## src/rtl/uart_tx_tick.sv

```systemverilog
// Byte-wide UART transmitter paced by an external OVERSAMPLE x baud tick.
// Small input FIFO, tick-aligned framing, optional parity and a second stop bit.
module uart_tx_tick #(
    parameter int OVERSAMPLE = 16,
    parameter int FIFO_DEPTH = 4,
    parameter int W_LEVEL    = $clog2(FIFO_DEPTH) + 1
) (
    input  logic               clk,
    input  logic               rst_n,
    input  logic               en,
    input  logic               baud_tick,
    input  logic               parity_en,
    input  logic               parity_odd,
    input  logic               two_stop,
    input  logic [7:0]         din,
    input  logic               din_valid,
    output logic               din_ready,
    output logic               tx,
    output logic               busy,
    output logic [W_LEVEL-1:0] fifo_level
);

    localparam int W_PTR = (FIFO_DEPTH > 1) ? $clog2(FIFO_DEPTH) : 1;
    localparam int W_TCK = (OVERSAMPLE > 1) ? $clog2(OVERSAMPLE) : 1;
    localparam logic [W_TCK-1:0]   TCK_LAST = W_TCK'(OVERSAMPLE - 1);
    localparam logic [W_LEVEL-1:0] LVL_FULL = W_LEVEL'(FIFO_DEPTH);

    typedef enum logic [2:0] {
        IDLE,
        START,
        DATA,
        PARITY,
        STOP
    } state_t;

    // ------------------------------------------------------------------
    // Input FIFO
    // ------------------------------------------------------------------
    logic [7:0]         mem [FIFO_DEPTH];
    logic [W_PTR-1:0]   wr_ptr;
    logic [W_PTR-1:0]   rd_ptr;
    logic [W_LEVEL-1:0] level;
    logic               fifo_full;
    logic               fifo_empty;
    logic               push;
    logic               pop;

    assign fifo_full  = (level == LVL_FULL);
    assign fifo_empty = (level == '0);
    // rst_n gate keeps ready low while reset is held, independent of en
    assign din_ready  = rst_n & en & ~fifo_full;
    assign push       = din_valid & din_ready;
    assign fifo_level = level;

    always_ff @(posedge clk) begin
        if (push)
            mem[wr_ptr] <= din;
    end

    always_ff @(posedge clk or negedge rst_n) begin
        if (!rst_n) begin
            wr_ptr <= '0;
            rd_ptr <= '0;
            level  <= '0;
        end else if (!en) begin
            wr_ptr <= '0;
            rd_ptr <= '0;
            level  <= '0;
        end else begin
            if (push)
                wr_ptr <= wr_ptr + 1'b1;
            if (pop)
                rd_ptr <= rd_ptr + 1'b1;
            case ({push, pop})
                2'b10:   level <= level + 1'b1;
                2'b01:   level <= level - 1'b1;
                default: level <= level;
            endcase
        end
    end

    // ------------------------------------------------------------------
    // Framing FSM
    // ------------------------------------------------------------------
    state_t           state, state_nx;
    logic [W_TCK-1:0] tick_cnt, tick_nx;
    logic [2:0]       bit_idx, bit_nx;
    logic             stop_half, stop_half_nx;
    logic [7:0]       data_q, data_nx;
    logic             cfg_par, cfg_par_nx;
    logic             cfg_odd, cfg_odd_nx;
    logic             cfg_two, cfg_two_nx;
    logic             tx_nx;
    logic             bit_end;

    assign bit_end = baud_tick & (tick_cnt == TCK_LAST);

    always_ff @(posedge clk or negedge rst_n) begin
        if (!rst_n) begin
            state     <= IDLE;
            tick_cnt  <= '0;
            bit_idx   <= '0;
            stop_half <= 1'b0;
            data_q    <= '0;
            cfg_par   <= 1'b0;
            cfg_odd   <= 1'b0;
            cfg_two   <= 1'b0;
            tx        <= 1'b1;
        end else begin
            state     <= state_nx;
            tick_cnt  <= tick_nx;
            bit_idx   <= bit_nx;
            stop_half <= stop_half_nx;
            data_q    <= data_nx;
            cfg_par   <= cfg_par_nx;
            cfg_odd   <= cfg_odd_nx;
            cfg_two   <= cfg_two_nx;
            tx        <= tx_nx;
        end
    end

    always_comb begin
        state_nx     = state;
        tick_nx      = tick_cnt;
        bit_nx       = bit_idx;
        stop_half_nx = stop_half;
        data_nx      = data_q;
        cfg_par_nx   = cfg_par;
        cfg_odd_nx   = cfg_odd;
        cfg_two_nx   = cfg_two;
        pop          = 1'b0;

        if (!en) begin
            state_nx     = IDLE;
            tick_nx      = '0;
            bit_nx       = '0;
            stop_half_nx = 1'b0;
        end else begin
            case (state)
                IDLE: begin
                    // Start only on a tick so every bit spans exactly OVERSAMPLE ticks
                    if (baud_tick && !fifo_empty) begin
                        state_nx     = START;
                        pop          = 1'b1;
                        data_nx      = mem[rd_ptr];
                        cfg_par_nx   = parity_en;
                        cfg_odd_nx   = parity_odd;
                        cfg_two_nx   = two_stop;
                        tick_nx      = '0;
                        bit_nx       = '0;
                        stop_half_nx = 1'b0;
                    end
                end
                default: begin
                    if (baud_tick)
                        tick_nx = bit_end ? '0 : tick_cnt + 1'b1;
                    if (bit_end) begin
                        case (state)
                            START: begin
                                state_nx = DATA;
                                bit_nx   = '0;
                            end
                            DATA: begin
                                if (bit_idx == 3'd7) begin
                                    state_nx     = cfg_par ? PARITY : STOP;
                                    stop_half_nx = 1'b0;
                                end else begin
                                    bit_nx = bit_idx + 3'd1;
                                end
                            end
                            PARITY: begin
                                state_nx     = STOP;
                                stop_half_nx = 1'b0;
                            end
                            STOP: begin
                                if (cfg_two && !stop_half) begin
                                    stop_half_nx = 1'b1;
                                end else if (!fifo_empty) begin
                                    // Back-to-back: next start bit follows with no gap
                                    state_nx     = START;
                                    pop          = 1'b1;
                                    data_nx      = mem[rd_ptr];
                                    bit_nx       = '0;
                                    stop_half_nx = 1'b0;
                                end else begin
                                    state_nx     = IDLE;
                                    stop_half_nx = 1'b0;
                                end
                            end
                            default: state_nx = IDLE;
                        endcase
                    end
                end
            endcase
        end
    end

    // Line value for the next cycle, registered into tx
    always_comb begin
        tx_nx = 1'b1;
        case (state_nx)
            START:   tx_nx = 1'b0;
            DATA:    tx_nx = data_nx[bit_nx];
            PARITY:  tx_nx = (^data_nx) ^ cfg_odd_nx;
            default: tx_nx = 1'b1;
        endcase
    end

    assign busy = (state != IDLE) | (level != '0);

endmodule

```

## config.mk

```make
export PLATFORM = sky130hd
export DESIGN_NAME = uart_tx_tick
export DESIGN_NICKNAME = d
export VERILOG_FILES = /design/src/rtl/uart_tx_tick.sv
export SDC_FILE = /design/constraint.sdc
export NUM_CORES = 1
export LEC_CHECK = 0
export ABC_AREA = 0
export CORE_ASPECT_RATIO = 0.6
export CORE_MARGIN = 4
export CORE_UTILIZATION = 50
export DETAILED_ROUTE_END_ITERATION = 16
export PLACE_DENSITY = 0.72
export RECOVER_POWER = 50
export SLEW_MARGIN = 20
export SYNTH_ARGS = -nofsm -noshare
export SYNTH_HDL_FRONTEND = slang
export SYNTH_SLANG_ARGS = --single-unit
```

## constraint.sdc

```tcl
create_clock -name clk -period 6.5 [get_ports clk]
set_input_delay 0.65 -clock clk [delete_from_list [all_inputs] [get_ports clk]]
set_output_delay 0.65 -clock clk [all_outputs]
set_load 0.03 [all_outputs]
```

==> flow_metrics.py <==
metrics = {
    "grt": {
        "grt_first_pass_wirelength_um": 9790,
        "grt_max_degree": 32,
        "met3_usage": 0.0540,
        "grtUsageMet1": 0.281,
        "overflow": 0,
        "use_met2": 0.206,
        "antenna_found_initial": 0,
        "grt_pass1_vias": 1862,
        "gr-max-usage-layer": "met1",
        "grt_usage": 0.168,
    },
    "cts": {
        "cts_inserted_buffers": 9,
        "cts_setup_buffers": 0,
        "cts.clk_slew.worst_paths_ps": 60,
        "ctsRootBufferMaster": "clkbuf_8",
        "worstSkewPairLatency_ps": 320,
        "clock-sinks": 62,
        "cts_resized": 0,
        "cts_tree": "done",
        "cts.path.max_buffers": 2,
        "holdBufCountCts": 0,
        "cts_max_level": 3,
    },
    "floorplan": {
        "ios": 22,
        "core.rowCount": 21,
        "die_h_um": 69.3,
        "die_area_sq_mm": 0.00763,
        "initial_utilization": 0.539,
        "core_region_area_sq_mm": 0.00581,
        "die_w_um": 110,
    },
    "route": {
        "vias_per_cell": 5.56,
        "drt_iter0_drc": 151,
        "drtAntennaViolNets": 0,
        "first_pass_iters": 4,
        "post-route-drc-count": 0,
        "avgRoutedWirePerCell_um": 16.8,
        "routed_wl_um": 5830,
        "vias": 1931,
    },
    "logic_synthesis": {
        "synth_edf_count": 32,
        "ys_types": 54,
        "ys_top_cells_by_count": "edfxtp_1 (32), dfrtp_1 (29), nor2_1 (13)",
        "synth_xor_area_frac": 0.0520,
        "syn_nets": 263,
        "async_flop_share": 0.484,
        "ys_top_cells_by_area": "edfxtp_1 (31%), dfrtp_1 (23%), mux4_2 (5.8%), xnor2_1 (3.1%), mux2_2 (2.9%)",
        "syn_area_per_cell_sq_um": 13.0,
        "synth_compound_gate_area_share": 0.0844,
        "yosys-mux-area-fraction": 0.120,
        "synth-seq-cells": 62,
        "yosysMostFrequentCell": "edfxtp_1",
        "yosysTopAreaCell": "edfxtp_1",
        "synth_top_family_by_area": "simple AND/OR/NAND/NOR gates",
        "synthAdderAreaFrac": 0.0304,
        "syn_inst": 240,
        "yosysWarnings": 0,
        "synth_ff_type": "edfxtp_1",
        "synthSimpleGateAreaFrac": 0.135,
        "ys_seq_area_frac": 0.548,
        "netlist_area_sq_mm": 0.00313,
        "synth_top_cell_area_share": 0.307,
    },
    "pwr": {
        "pwr_density_cell_mw_per_mm2": 383,
        "power_leakage_nw": 1.39,
        "vdd_drop_max_mv": 0.187,
        "p_total_mw": 1.37,
    },
    "sta": {
        "period_share": 0.654,
        "fin_crit_ps": 4250,
        "clock.fmax_mhz": 235,
        "max_slew.worst_pin.slew_ps": 1660,
        "fin_setup_tns_ps": 0,
        "report.final.slew_viol_count": 32,
        "rsz0062_at_grt": "false",
        "hold_violations": 0,
        "fin_skew_ps": 10.1,
        "setup_violations": 0,
        "relSlewSlack": -0.110,
    },
    "final_layout": {
        "num_antenna_cells": 0,
        "regArea_sq_mm": 0.00171,
        "multiInputGateArea_sq_mm": 0.00132,
        "area_growth_syn_to_layout_pct": 14.1,
        "fin_nets": 285,
        "nFillCells": 461,
        "layout-drive-gt1-share": 0.154,
    },
    "place": {
        "numPortBuffers": 21,
        "dp_hpwl_um": 4280,
        "place_congestion": 0.976,
    },
    "flow_run": {
        "maxCapViolCount": 1,
    },
    "setup_path": {
        "endpoint_kind": "output pin",
        "critical_path_required_ps": 5850,
        "cp_max_fo": 31,
        "cp.arrival_ps": 3600,
        "start_kind": "primary input",
        "path_class": "primary input to output pin",
    },
    "outcome": {
        "violations": "max-capacitance violations, max-slew violations",
        "status": "finished with violations",
    },
    "worst_hold_path": {
        "hp-class": "flip-flop to flip-flop",
    },
}
-- registers in the layout (all words and copies together), names as in the netlist, 2 cells and up --
signal      count
tick_cnt        4
state           3
wr_ptr          2
fifo_level      3
data_q          8
mem            32
rd_ptr          2
bit_idx         3
-- worst max-delay path, cell delays in order --
cell and delay (ps):
dlygate4sd3_1 520, clkbuf_1 1200, nand2_1 120, a21oi_1 360, clkdlybuf4s50_1 750
-- report_power, final --
part | switching [mW] | internal, mW | leakage [nW] | total [mW]
combinational | 0.259 | 0.259 | 0.618 | 0.518
clock | 0.137 | 0.175 | 0.0907 | 0.312
sequential | 0.0647 | 0.472 | 0.681 | 0.536
-- cells by family after synthesis --
logic type,count (synthesis)
and+or+nand+nor,72
buffers and inverters,22
DFF,62
xor gates and xnor gates,17
AOI/OAI and AO/OA,35
muxes,25
adders and majority gates,7
-- layer usage --
| metal | part of all wire | vias up | routed length [um] |
|---|---|---|---|
| li1 | - | 935 | - |
| met1 | 0.54 | 935 | 3130 |
| met2 | 0.39 | 59 | 2290 |
| met3 | 0.068 | 2 | 394 |
| met4 | 0.0029 | 0 | 17 |
| met5 | 0 | - | 0 |
-- cell usage in the layout, fill, tap and decap left out, types with 4 or more instances in the layout --
cell             instances
dlygate4sd3_1           10
or3_1                    4
mux4_2                   8
xor2_1                   5
xnor2_1                 11
clkbuf_8                 9
nor2b_1                  8
dfrtp_1                 29
mux2i_1                  6
ha_1                     6
o21ai_0                  7
nand2_1                 12
inv_1                   11
clkdlybuf4s50_1         11
edfxtp_1                32
and3_1                   7
nand3_1                  4
and2_1                   7
nor2_1                  13
mux2_2                   8
a21oi_1                  5
-- layout make-up --
cell class / count / area share
repair buffers: 22 / 0.0599
multi-input cells: 156 / 0.369
well taps: 80 / 0.0280
clock inverters: 5 / 0.0144
flip-flops and latches: 62 / 0.480
clock buffers: 11 / 0.0368
inverters: 11 / 0.0116
-- metrics by stage --
stage	hold WS [ps]	utilization	cell area, sq um	instances	worst slack [ps]
global route	528	0.615	3570	347	1770
floorplan	354	-	3130	240	3540
CTS	520	0.615	3570	347	3090
detailed placement	504	0.584	3390	331	2890
global placement	504	0.584	3390	331	2980
finish	517	0.615	3570	347	2250
-- worst paths after layout --
kind,slack [ps],endpoint,start,depth (start not counted)
max,2250,din_ready,rst_n,5
min,520,cfg_odd,cfg_odd,1
max reg2reg,3520,fifo_level[2],fifo_level[0],9
min reg2reg,520,cfg_odd,cfg_odd,1
max in group asynchronous,4240,rd_ptr[0],rst_n,2
min in group asynchronous,1280,data_q[6],rst_n,2
No activity file was read; power rests on OpenSTA's default activity.
